<file path="src/rtl/fadd_share_pkg.sv">
// Shared constants and helpers for the shared FP-adder front end.
package fadd_share_pkg;

    localparam int FADD_LAT = 2;

    localparam logic [1:0] RM_RNE = 2'd0;
    localparam logic [1:0] RM_RTZ = 2'd1;
    localparam logic [1:0] RM_RDN = 2'd2;
    localparam logic [1:0] RM_RUP = 2'd3;

    // Wide enough for any supported requester count (up to 8).
    typedef logic [2:0] id_t;

    function automatic int idw(input int n);
        return (n <= 2) ? 1 : $clog2(n);
    endfunction

endpackage

</file>
<file path="src/rtl/fadd_share_ctrl_rr_arb.sv">
// Combinational round-robin picker: first set request at or above ptr, else lowest set request.
module rr_arb
    import fadd_share_pkg::*;
#(
    parameter int  NREQ = 2,
    localparam int IDW  = idw(NREQ)
) (
    input  logic [NREQ-1:0] req,
    input  logic [IDW-1:0]  ptr,
    input  logic            en,
    output logic [NREQ-1:0] gnt,
    output logic [IDW-1:0]  gnt_idx
);

    logic found;

    always_comb begin
        gnt     = '0;
        gnt_idx = '0;
        found   = 1'b0;
        for (int i = 0; i < NREQ; i++) begin
            if (en && !found && req[i] && (i >= int'(ptr))) begin
                found      = 1'b1;
                gnt[i]     = 1'b1;
                gnt_idx    = IDW'(i);
            end
        end
        // Wrap-around pass picks the lowest request below ptr.
        for (int i = 0; i < NREQ; i++) begin
            if (en && !found && req[i]) begin
                found      = 1'b1;
                gnt[i]     = 1'b1;
                gnt_idx    = IDW'(i);
            end
        end
    end

endmodule

</file>
<file path="src/rtl/fadd_share_ctrl.sv">
// Shares one pipelined FP adder between NREQ requesters with round-robin issue and a tagged result port.
// Optional perf counters (perf_issue, perf_stall) exist only when FADD_SHARE_PERF_EN is defined.
module fadd_share_ctrl
    import fadd_share_pkg::*;
#(
    parameter int  NREQ = 2,
    parameter int  LAT  = FADD_LAT,
    parameter int  CW   = 32,
    localparam int IDW  = idw(NREQ)
) (
    input  logic                 clk,
    input  logic                 clrn,
    input  logic [NREQ-1:0]      req_valid,
    output logic [NREQ-1:0]      req_ready,
    input  logic [32*NREQ-1:0]   req_a,
    input  logic [32*NREQ-1:0]   req_b,
    input  logic [NREQ-1:0]      req_sub,
    input  logic [2*NREQ-1:0]    req_rm,
    output logic [31:0]          fa_a,
    output logic [31:0]          fa_b,
    output logic                 fa_sub,
    output logic [1:0]           fa_rm,
    output logic                 fa_e,
    input  logic [31:0]          fa_s,
    output logic                 rsp_valid,
    input  logic                 rsp_ready,
    output logic [31:0]          rsp_s,
    output logic [IDW-1:0]       rsp_id,
    output logic                 busy
`ifdef FADD_SHARE_PERF_EN
    ,
    output logic [CW-1:0]        perf_issue,
    output logic [CW-1:0]        perf_stall
`endif
);

    // Both ports use valid/ready: a transfer happens on a cycle where both are high;
    // the source holds its payload stable until then.

    logic [LAT-1:0]  tag_v;
    logic [IDW-1:0]  tag_id [LAT];
    logic [IDW-1:0]  rr_ptr;
    logic [IDW-1:0]  ptr_next;
    logic [IDW-1:0]  gnt_idx;
    logic [NREQ-1:0] gnt;
    logic            arb_en;
    logic            any_gnt;

    // Outputs are forced idle while reset is asserted, so the adder keeps running (fa_e=1).
    assign rsp_valid = tag_v[LAT-1] & clrn;
    assign rsp_id    = tag_id[LAT-1];
    assign rsp_s     = fa_s;
    assign busy      = (|tag_v) & clrn;
    assign fa_e      = ~rsp_valid | rsp_ready;
    assign arb_en    = fa_e & clrn;
    assign any_gnt   = |gnt;
    assign req_ready = gnt;
    assign ptr_next  = (gnt_idx == IDW'(NREQ - 1)) ? '0 : gnt_idx + IDW'(1);

    rr_arb #(.NREQ(NREQ)) u_arb (
        .req     (req_valid),
        .ptr     (rr_ptr),
        .en      (arb_en),
        .gnt     (gnt),
        .gnt_idx (gnt_idx)
    );

    // A cycle with no grant feeds a zero bubble into the adder.
    always_comb begin
        fa_a   = '0;
        fa_b   = '0;
        fa_sub = 1'b0;
        fa_rm  = RM_RNE;
        for (int i = 0; i < NREQ; i++) begin
            if (gnt[i]) begin
                fa_a   = req_a[32*i +: 32];
                fa_b   = req_b[32*i +: 32];
                fa_sub = req_sub[i];
                fa_rm  = req_rm[2*i +: 2];
            end
        end
    end

    // Tag pipe advances in lockstep with the adder's pipeline registers.
    always_ff @(posedge clk) begin
        if (!clrn) begin
            tag_v  <= '0;
            rr_ptr <= '0;
            for (int k = 0; k < LAT; k++) begin
                tag_id[k] <= '0;
            end
        end else if (fa_e) begin
            tag_v[0]  <= any_gnt;
            tag_id[0] <= gnt_idx;
            for (int k = 1; k < LAT; k++) begin
                tag_v[k]  <= tag_v[k-1];
                tag_id[k] <= tag_id[k-1];
            end
            if (any_gnt) begin
                rr_ptr <= ptr_next;
            end
        end
    end

`ifdef FADD_SHARE_PERF_EN
    always_ff @(posedge clk) begin
        if (!clrn) begin
            perf_issue <= '0;
            perf_stall <= '0;
        end else begin
            if (any_gnt && !(&perf_issue)) begin
                perf_issue <= perf_issue + CW'(1);
            end
            if (!fa_e && (|req_valid) && !(&perf_stall)) begin
                perf_stall <= perf_stall + CW'(1);
            end
        end
    end
`endif

endmodule

</file>
<file path="config.mk">
export PLATFORM = sky130hd
export DESIGN_NAME = fadd_share_ctrl
export DESIGN_NICKNAME = d
export VERILOG_FILES = /design/src/rtl/fadd_share_pkg.sv /design/src/rtl/fadd_share_ctrl_rr_arb.sv /design/src/rtl/fadd_share_ctrl.sv
export SDC_FILE = /design/constraint.sdc
export NUM_CORES = 1
export LEC_CHECK = 0
export BUFFER_PORTS_ARGS = -buffer_cell sky130_fd_sc_hd__clkbuf_2
export CORE_AREA = 8 8 102 104
export CTS_CLUSTER_SIZE = 28
export DETAILED_ROUTE_END_ITERATION = 7
export DIE_AREA = 0 0 110 112
export MAX_ROUTING_LAYER = met4
export SLEW_MARGIN = 20
export SYNTH_ARGS = -nofsm -noshare
export SYNTH_HDL_FRONTEND = slang
export SYNTH_SLANG_ARGS = --single-unit
</file>
<file path="constraint.sdc">
create_clock -name clk -period 1.5 [get_ports clk]
set_input_delay 0.15 -clock clk [delete_from_list [all_inputs] [get_ports clk]]
set_output_delay 0.15 -clock clk [all_outputs]
set_load 0.02 [all_outputs]
</file>
==> results.txt, run 1 <==
- Once layout is complete, the cells apart from fillers number 435.
- Total die area: 12,300 um2
* Number of warning messages in the yosys log: 0
- Total of endpoints with negative setup slack in the final report: 69
- Worst path required time: 1350 ps
- Of all flip-flops after synthesis, the portion carrying an async set or reset was 0.
- From synthesis to final layout, the design area changed by 160%.
* Post-synthesis cell count: 141
- At the pin with the least slew margin, the transition time is approximately 180 ps.
- Across the VDD grid, the largest voltage drop is just over 0.3 mV.
- Number of DRC violations after detailed routing: 0
- Outcome: finished with violations
* Average vias per placed instance: approximately 4.4
- Power spread over the standard cell area amounts to approximately 490 nW/um2.
* Core region area: about 8900 um2
* Maximum clock insertion buffer count: 2
* Placed cells: roughly 420
- Class of the most critical setup path: reg2out
- Fin. Hold Viols: 0
- The detailed router placed 1,930 vias in this run.
- CP max-delay cell: sky130_fd_sc_hd__and4b_4
- Summed over all layers, the routed wires come to between 8000 and 9000 um.
* Die Span X: 110 um
- R2r worst-path depth: 3
* Clock-pin transition on the worst setup and hold timing paths: 40 ps
- Final total power: 1.51 mW
- In the final design database the tool counted 496 nets.
* Post-synthesis sequential element count: 5
* Initial DRC Count: 66
- Most frequent cells after synthesis: sky130_fd_sc_hd__a22o_1 (67), sky130_fd_sc_hd__buf_4 (34), sky130_fd_sc_hd__buf_2 (9)
- Worst min-delay path category: in2reg
* Layout cells sized above 1: 0.762
- Routability-driven placement finished with a final weighted congestion of 0.759.
- Counting instances, the worst hold path has a depth of 3.
- The repair_antennas step left the layout with diodes totalling 0.
* Final HPWL from detailed placement: slightly above 6000 um
- The critical path goes through and2b_1 -> and4b_4 -> buf_12 -> a22o_1 -> clkbuf_8.
- Library cell used as clock root buffer: sky130_fd_sc_hd__clkbuf_8
- Once detail routing completed, the nets flagged for antenna violations numbered 0.
- The later pin in the worst-skew pair is clocked with a latency of around 220 ps.
- Number of optimization iterations in the first detailed-route pass: 4
- For this configuration, the core starts out at a cell density of 0.134.
* Worst Slack Setup Final: -291 ps
- Maximum frequency from static timing analysis: 558 MHz
* Count of clock tree sinks: 5
- The share of the Yosys chip area taken by registers is 0.101.
- In this run the vertical extent of the chip is 112 um.
- Count of distinct cell types in the synthesized netlist: 20
- Number of buffers created by CTS: 3
* Vias in the first global route: approximately 2,200
* Primary flip-flop cell chosen by synthesis mapping: sky130_fd_sc_hd__dfxtp_1
- Max Fanout on Critical Path: 30
- Violated checks: negative setup slack
- Pin count of the biggest net entering global routing: 39
- Total I/O pin count: 276
* Count leader, synth: sky130_fd_sc_hd__a22o_1
* Max stage delay on crit path: about 400 ps
* Global-route wire length before repair: 11,300 um
* Floorplan row count: 35
* Launching element type of the critical path: flop
* Number of max-slew violations in the final report: 0
- Total routing usage reported by global routing: 0.117
- Across the run, the number of max-cap violations was 0.
- Synth top area share: 0.493
* P_leak: 1.66 nW
- Counting flops with a built-in enable in the synthesized netlist gives 2.
* Minimum hold slack: 228 ps
- Clock tree from TritonCTS: yes
- Unrepaired setup endpoints after global routing: yes
- Antenna violations before repair: 0
- Post-Synthesis Mean Instance Area: ~8.4 um2
- The critical path crosses 5 cells after its start point.
- Minimum clock period: 1790 ps
- Remaining global-route overflow: 0
- Maximum level of the CTS H-tree: 1
* Post-synth top area cell: sky130_fd_sc_hd__a22o_1
- Port Buf Inserts: roughly 210
* Wire length per cell: around 19 um
- Broken down by cell family, the worst path's largest delay share belongs to simple AND/OR/NAND/NOR gates.
- Sum of buffers and inverters on the critical path: 2
* Max_slew headroom: 0.877
* Final core utilization: 0.348
* Top cells by area, synth: sky130_fd_sc_hd__a22o_1 (49%), sky130_fd_sc_hd__buf_4 (21%), sky130_fd_sc_hd__dfxtp_1 (5.0%), sky130_fd_sc_hd__edfxtp_1 (5.0%), sky130_fd_sc_hd__buf_2 (3.8%)
- In the finished design, the share of the clock period the worst path needs comes to 1.19.
- Worst endpoint data arrival time: around 1600 ps
- Kind of end point of the critical path: output pin
- Across the routed clock network, the largest skew measured is 0.841 ps.
- Summing every instance area after synthesis gives 1190 um2.
- Synthesis produced a netlist with a net count of 312.
cells in the final DEF, fill, tap and decap left out, drive strengths merged:
cell	netlist	routed
dfxtp	3	3
a22o	67	67
and2b	1	1
and3	1	1
nand2	3	3
nor2	1	1
and2	1	1
o211ai	1	1
o21ai	1	1
edfxtp	2	2
o21a	3	3
nand2b	1	1
and4b	3	3
nand3b	2	2
inv	2	2
clkbuf	2	208
buf	47	24
timing repair:
action / 4_1_cts / 5_1_grt
resized for setup: 139 / 15
buffers inserted: 3 / 0
endpoints found under the setup margin: 69 / 69
hold buffers: 0 / 0
pin swaps: 0 / 3
gates cloned: 2 / 4
logic make-up (layout without fill, tap and decap cells):
logic type / after synthesis / count (layout) / synth area share
AOI/OAI and AO/OA: 72 / 72 / 0.523
buffers and inverters: 51 / 234 / 0.304
and+or+nand+nor: 13 / 13 / 0.0726
DFF: 5 / 5 / 0.101
final timing paths:
| kind | start | endpoint | slack (ps) |
|---|---|---|---|
| max | tag_v[1]$_SDFFE_PN0P_ | fa_a[25] | -290 |
| min reg2reg | tag_v[0]$_SDFFE_PN0P_ | tag_v[1]$_SDFFE_PN0P_ | 450 |
| max reg2reg | tag_v[1]$_SDFFE_PN0P_ | tag_id[0][1]$_SDFFCE_PP0P_ | 450 |
| min | req_valid[0] | tag_v[0]$_SDFFE_PN0P_ | 230 |
per-layer routing:
layer  track usage  share of wire
met1         0.106           0.35
met2         0.221           0.52
met4        0.0243         0.0073
met3        0.0427           0.13
met5             -              0
worst register-to-register path, delay by kind of cell (launching register included):
family,cells,cell delay (ps)
AND/OR/NAND/NOR,2,380
flip-flops,1,310
buffers and inverters,1,110
where the power goes:
part / total [mW] / switching, mW / leakage (nW) / internal, mW
Combinational: 1.10 / 0.476 / 1.59 / 0.626
Sequential: 0.159 / 0.00537 / 0.0489 / 0.154
Clock: 0.251 / 0.0683 / 0.0228 / 0.183
flip-flops by register name (all words and copies together), names as in the netlist:
signal  count
rr_ptr      1
tag_v       2
tag_id      2
cell type report:
| type | instances | area, um2 |
|---|---|---|
| clock buffer | 4 | 45.0 |
| timing repair buffer | 228 | 1950 |
| multi-input combinational | 85 | 827 |
| tap | 111 | 139 |
| inverter | 2 | 7.51 |
| fill | 899 | 5800 |
| sequential | 5 | 121 |
metrics by stage:
| step | setup TNS [ps] | worst slack, ps | instance area [um2] |
|---|---|---|---|
| 2_1_floorplan | -310 | -21.3 | 1310 |
| 3_3_place_gp | -182 | -15.5 | 2260 |
| 3_5_place_dp | -1620 | -71.8 | 2260 |
| 4_1_cts | -17950 | -303 | 2980 |
| 5_1_grt | -22160 | -360 | 3090 |
| 6_report | -17550 | -291 | 3090 |
Power figures use the tool's default switching activity.
==> run 2: changes to the inputs <==
CORE_AREA = 8 8 101 103   (was 8 8 102 104)
DIE_AREA = 0 0 109 111   (was 0 0 110 112)
MAX_ROUTING_LAYER = default   (was met4)
clock period = 1.9 ns   (was 1.5 ns; I/O delays follow)
==> run 2 against run 1 <==
The run now ends clean. Total power fell by 40%. Core utilization fell by 9.3 points. Count of clock-buffer cells in the layout did not move. Critical path depth did not move. Largest cell class unchanged.
==> results.txt, run 2 (synthesis results as in run 1) <==
* Kind of end point of the critical path: output pin
- Detailed Route WL: slightly above 6000 um
- Number of DRC violations after detailed routing: 0
- Average vias per placed instance: 4.22
* Clock tree from TritonCTS: yes
- After global routing, the most crowded layer is met2.
* Ratio of final minimum period to clock period: 0.986
* Clock-pin transition on the worst setup and hold timing paths: around 40 ps
- Headroom to the max-slew limit came out at 0.872.
* Die Span X: 109 um
- Counting along the longest clock path gives a buffer depth of 2.
- The final layout contains approximately 480 nets.
* RD Place Congestion: a little over 0.7
- Max stage delay on crit path: 360 ps
* Clock network latency to the later pin of the worst-skew pair: 220 ps
- Max Fanout on Critical Path: 38
- STA puts the critical path data required time at 1710 ps.
* Via Count: roughly 1,800
* Number of optimization iterations in the first detailed-route pass: 4
- Worst slew pin tran: around 190 ps
- The floorplan has 34 rows.
* Effective utilization at floorplan: 0.139
- STA classifies the critical path startpoint as a flop.
- Across every metal layer, demand over resource in global routing totals 0.0946.
- Dividing total power by cell area gives a power density of 418 nW/um2.
* Library cell used as clock root buffer: sky130_fd_sc_hd__clkbuf_8
* Final total power: between 0.9 and 1 mW
- Fillers: just under 1,000
- Skew final: 2.42 ps
- Maxcap violations: 0
- After routing, the total negative slack on setup checks comes to 0 ps.
- The library cells used most frequently in the layout, excluding fill and tap cells, are sky130_fd_sc_hd__clkbuf_2 (175), sky130_fd_sc_hd__a22o_1 (67), sky130_fd_sc_hd__buf_2 (26), sky130_fd_sc_hd__buf_4 (10), sky130_fd_sc_hd__buf_12 (4).
- Of the cells placed in the final design, the portion with a size suffix greater than 1 is 0.707.
- List of cells traversed by the critical path: and2b_1 -> and4b_2 -> buf_12 -> a22o_1 -> buf_4
- The initial antenna violation count is 0.
* Unrepaired setup endpoints after global routing: yes
* GRT met1 Usage: 0.0970
- Total of endpoints with negative setup slack in the final report: 0
* FF-to-FF setup slack: 880 ps
- Global-route wire length before repair: 9510 um
* Outcome: complete, no violations
- Total I/O pin count: between 200 and 300
- The share of total power dissipated in sequential elements is 0.139.
* Initial DRC Count: 109
- In this run the static leakage power is 1.34 nW.
* Number of buffers created by CTS: 3
- Worst reg2reg path startpoint: tag_v[1]$_SDFFE_PN0P_
* Clk network pwr share: 0.212
- Hold-fix buffer count after cts: 0
- Switching power share of the total: 0.401
- Remaining global-route overflow: 0
- Pre-CTS setup slack: approximately 270 ps
- The number of global-route vias before repair was 1,879.
- Most common library cell in the layout ignoring fill and taps: sky130_fd_sc_hd__clkbuf_2
- Post-DRT Antenna Nets: 0
* Minimum clock period: between 1500 and 2000 ps
- Final HPWL from detailed placement: ~5600 um
- Count of clock tree sinks: 5
- The critical path starts at tag_v[1]$_SDFFE_PN0P_.
* Worst Slack Setup Final: 25.7 ps
- Measured in cells, the most critical reg-to-reg path has a length of 2.
* Wire length per cell: roughly 15 um
- Core region area: 8550 um2
* Fin. Hold Viols: 0
- Worst endpoint data arrival time: 1680 ps
- Vertical extent of the die: between 100 and 150 um
- The repair_antennas step left the layout with diodes totalling 0.
- The largest registers in the layout are tag_id (2), tag_v (2), rr_ptr (1).
- Worst min-delay path category: in2reg
* Class of the most critical setup path: reg2out
- Post-CTS setup buffer count: 0
- The critical path ends at fa_rm[1].
- Net Switching: about 0.37 mW
- The floorplan step defined a die boundary enclosing 12,100 um2.
* End of the worst register-to-register path: tag_id[0][1]$_SDFFCE_PP0P_
- Compared with the post-synthesis result, the final layout area differs by 83.2%.
- Entering global routing, the biggest net connects 39 pins.
* Maximum frequency from static timing analysis: 534 MHz
- Of the total power, combinational logic draws 0.649.
- Number of max-slew violations in the final report: 0
- CP max-delay cell: sky130_fd_sc_hd__dfxtp_1
* Maximum level of the CTS H-tree: 1
- In this run the tool buffered the top-level ports with 211 buffer cells.
- The internal portion of the total power is roughly 0.55 mW.
* Worst IR Drop VDD: 0.205 mV
* Fraction of met2 tracks used by global routing: 0.166
- Global routing usage on met3: 0.0523
## run 2: changes by cell type in the layout (fill, tap and decap cells not counted), sizes merged
cell	before	now
clkbuf	208	179
buf	24	40
## run 2: through the flow
step | instance area (um2) | cells | hold WS, ps | utilization
detailed placement | 2110 | 415 | 380 | 0.247
floorplan | 1190 | 141 | 336 | -
finish | 2180 | 419 | 278 | 0.255
global placement | 2110 | 415 | 380 | 0.247
CTS | 2150 | 419 | 279 | 0.252
global route | 2180 | 419 | 311 | 0.255
## run 2: power by group through the flow
stage               Clock, mW  Sequential [mW]  Combinational, mW
floorplan                   0            0.129              0.416
detailed placement          0            0.128              0.588
finish                  0.194            0.127              0.591
global placement            0            0.128              0.583
CTS                     0.201            0.126              0.590
global route            0.206            0.127              0.638
## run 2: worst min path at each step
stage | to | from | depth (start not counted) | slack, ps
finish | tag_v[0]$_SDFFE_PN0P_ | req_valid[1] | 3 | 280
CTS | tag_v[0]$_SDFFE_PN0P_ | req_valid[1] | 3 | 280
global route | tag_v[0]$_SDFFE_PN0P_ | req_valid[0] | 3 | 310
floorplan | tag_v[0]$_SDFFE_PN0P_ | req_valid[1] | 2 | 340
global placement | rsp_s[10] | fa_s[10] | 0 | 380
detailed placement | rsp_s[10] | fa_s[10] | 0 | 380
## run 2: what timing repair did
action	CTS	global route
gates resized for setup	0	46
hold endpoints to repair	0	0
endpoints found under the setup margin	0	52
## run 2: per-layer routing
metal  routed length [um]  part of all wire
met1                 2110              0.34
met2                 3070              0.49
met3                 1030              0.16
met4                   27            0.0043
met5                    0                 0
## run 2: worst max-delay path, delay by kind of cell, from the launching register on
kind / cells / cell delay (ps)
buffers and inverters: 2 / 340
AOI/OAI and AO/OA: 1 / 260
and+or+nand+nor: 2 / 480
DFF: 1 / 360
## run 2: cell type report
type	count	area, um2	area share
Clock buffer	4	45.0	0.0207
Sequential cell	5	120	0.0551
Timing Repair Buffer	215	1160	0.533
Tap cell	108	135	0.0620
Inverter	2	7.51	0.00344
Multi-Input combinational cell	85	711	0.326
==> run 3: changes to the inputs <==
SETUP_SLACK_MARGIN = 0.4   (was default)
==> run 3 against run 2 <==
Final cell count is the same. Count of clock-buffer cells in the layout did not move. First-iteration DRC count is 28% lower. Maximum frequency down 0.72%. Register-to-register slack about the same. Die area is the same. Non-clock buffer count stayed put. Critical endpoint is now fa_a[15]. Largest cell class unchanged.
==> results.txt, run 3 (synthesis results as in run 1) <==
- met2 is the most crowded layer.
- After the first detailed-routing iteration, the DRC count stood at between 70 and 80.
* Pint: 0.624 mW
* Maximum frequency from static timing analysis: between 500 and 600 MHz
* Max stage delay on crit path: 350 ps
- The first global-routing pass estimated between 10,000 and 15,000 um of wire.
* Fin. Hold Viols: 0
- Unrepaired setup endpoints after global routing: yes
- Total routing usage reported by global routing: 0.118
* Fraction of power consumed by combinational cells: 0.682
- Dividing total power by cell area gives a power density of 405 nW/um2.
- Worst Min Path Start: req_valid[0]
- The filler cells instantiated in the layout total 940.
* Maximum clock insertion buffer count: 2
- In this run the tightest slew margin relative to its limit is 0.859.
- Relative to the synthesized area, the layout overhead comes to 113%.
* Class of the most critical setup path: reg2out
- Setup Total Neg Slack: 0 ps
- Remaining global-route overflow: 0
* Worst IR Drop VDD: 0.206 mV
- Average vias per placed instance: 4.40
- In the final routed layout, each cell accounts on average for 18.5 um.
- The worst register-to-register path has a setup slack of ~900 ps.
* RD Place Congestion: 0.769
- Worst Slack Setup Final: roughly 12 ps
- Detailed placement finished with a half-perimeter wire length of 6780 um.
* Global routing usage on met3: 0.0610
- Maxcap violations: 0
- Final core utilization: 0.296
- CP top delay family: simple AND/OR/NAND/NOR gates
* Kind of end point of the critical path: output pin
* Minimum clock period: 1890 ps
- The initial antenna violation count was 0.
- Total die area: 12,100 um2
- During placement, the flow inserted port buffers numbering 211.
- STA puts the critical path data required time at 1710 ps.
* Total of endpoints with negative setup slack in the final report: 0
- Launching element type of the critical path: flop
- Entering global routing, the biggest net connects 39 pins.
- End of the worst register-to-register path: tag_id[0][1]$_SDFFCE_PP0P_
- The detailed router placed 1,843 vias in this run.
- Destination of the critical timing path: fa_a[15]
- The largest registers in the layout are tag_id (2), tag_v (2), rr_ptr (1).
- Placed cell areas: ~2200 um2
* Die Span X: 109 um
* Clock network latency to the later pin of the worst-skew pair: 220 ps
* Clock-pin transition on the worst setup and hold timing paths: 30 ps
- Of the total power, registers draw 0.124.
* R2r worst-path depth: 2
- At the pin with the least slew margin, the transition time is 211 ps.
* Vertical extent of the die: 111 um
- In this run the critical register-to-register path is launched from tag_v[1]$_SDFFE_PN0P_.
- 276 I/O pins were placed.
* Detailed Route WL: just under 8000 um
- For this run, the post-layout net count is between 400 and 500.
- Worst endpoint data arrival time: between 1500 and 2000 ps
- Fraction of met2 tracks used by global routing: 0.230
- GRT met1 Usage: 0.102
* Vias in the first global route: 2,133
* Pre-CTS setup slack: 226 ps
- The number of antenna diodes in the final layout is 0.
* Maximum level of the CTS H-tree: 1
- Layout cells sized above 1: 0.759
* Library cell used as clock root buffer: sky130_fd_sc_hd__clkbuf_8
- Clock tree from TritonCTS: yes
- Skew final: 5.24 ps
- Number of optimization iterations in the first detailed-route pass: 3
- Of the total power, the share spent switching nets is 0.392.
* Ratio of final minimum period to clock period: 0.994
- Of all nets on the critical path, the largest fanout is 38.
- Post-DRT Antenna Nets: 0
- Floorplan row count: 34
* Clk network pwr share: 0.195
- Together, buffers and inverters on the worst path number 2.
- Worst min-delay path category: in2reg
* Commonest cells after routing, fill and taps aside: sky130_fd_sc_hd__clkbuf_2 (142), sky130_fd_sc_hd__clkbuf_4 (57), sky130_fd_sc_hd__a22o_1 (52), sky130_fd_sc_hd__a22o_4 (15), sky130_fd_sc_hd__clkbuf_8 (15)
- Leaving out filler cells and counting taps, the final layout contains 419.
- The clock net in this run drives a total of 5 sinks.
- Effective utilization at floorplan: 0.139
* List of cells traversed by the critical path: and2b_1 -> and4b_2 -> buf_12 -> a22o_1 -> clkbuf_4
- In this run, placement finished with an instance count of between 400 and 500.
- Number of max-slew violations in the final report: 0
* Most common library cell in the layout ignoring fill and taps: sky130_fd_sc_hd__clkbuf_2
* P_leak: 1.45 nW
* CP max-delay cell: sky130_fd_sc_hd__and4b_2
- In this run the standard cell core region covers 8550 um2.
- The run finished with clean final reports.
- Post-CTS setup buffer count: 0
- The analysis attributes to net switching a power of between 0.4 and 0.5 mW.
- In the routed design, unresolved DRC markers number 0.
* Number of buffers created by CTS: 3
- Critical Path Start: tag_v[1]$_SDFFE_PN0P_
- Area of all placed cells without fillers: 2530 um2
- In this run the number of cells on the critical path is 5.
==> run 3: cell types whose count changed in the layout (fill, tap and decap cells not counted), sizes merged <==
cell	previous run	this run
buf	40	4
clkbuf	179	215
==> run 3: final cells by class <==
class                           instances  area [um2]  share of cell area
Clock buffer                            4        45.0              0.0178
Inverter                                2        7.51             0.00296
Multi-Input combinational cell         85         842               0.332
Sequential cell                         5         121              0.0479
Tap cell                              108         135              0.0533
Timing Repair Buffer                  215        1380               0.546
==> run 3: stage by stage <==
| stage | hold slack (ps) | power (mW) |
|---|---|---|
| final | 273 | 1.03 |
| after global routing | 302 | 1.09 |
| after CTS | 274 | 1.05 |
| after detailed placement | 380 | 0.769 |
| after global placement | 380 | 0.763 |
| after floorplan | 336 | 0.577 |
==> run 3: power by group through the flow <==
stage | logic (mW) | registers (mW) | clock network (mW)
after floorplan | 0.448 | 0.129 | 0
after global placement | 0.634 | 0.128 | 0
after detailed placement | 0.641 | 0.129 | 0
after CTS | 0.710 | 0.127 | 0.208
after global routing | 0.750 | 0.128 | 0.215
final | 0.700 | 0.127 | 0.200
==> run 3: repair_timing <==
item                                    in CTS  in global routing
endpoints found under the setup margin      69                 69
cloned                                       0                  0
hold buffers                                 0                  0
resized for setup                           81                  0
==> run 3: worst min-delay path by stage <==
stage	end	slack (ps)	cells after the start
2_1_floorplan	tag_v[0]$_SDFFE_PN0P_	340	2
3_3_place_gp	rsp_s[20]	380	0
3_5_place_dp	rsp_s[20]	380	0
4_1_cts	tag_v[0]$_SDFFE_PN0P_	270	3
5_1_grt	tag_v[0]$_SDFFE_PN0P_	300	3
6_report	tag_v[0]$_SDFFE_PN0P_	270	3
==> run 3: worst reg2reg max path, delay by kind of cell, from the launching register on <==
kind	cells	cell delay (ps)
and+or+nand+nor	2	430
DFF	1	340
==> run 3: per-layer routing <==
layer,part of all wire,routed length [um],up-vias
met4,0.0059,46,0
met1,0.31,2430,826
met5,0,0,-
li1,-,-,862
met2,0.53,4100,149
met3,0.15,1170,6
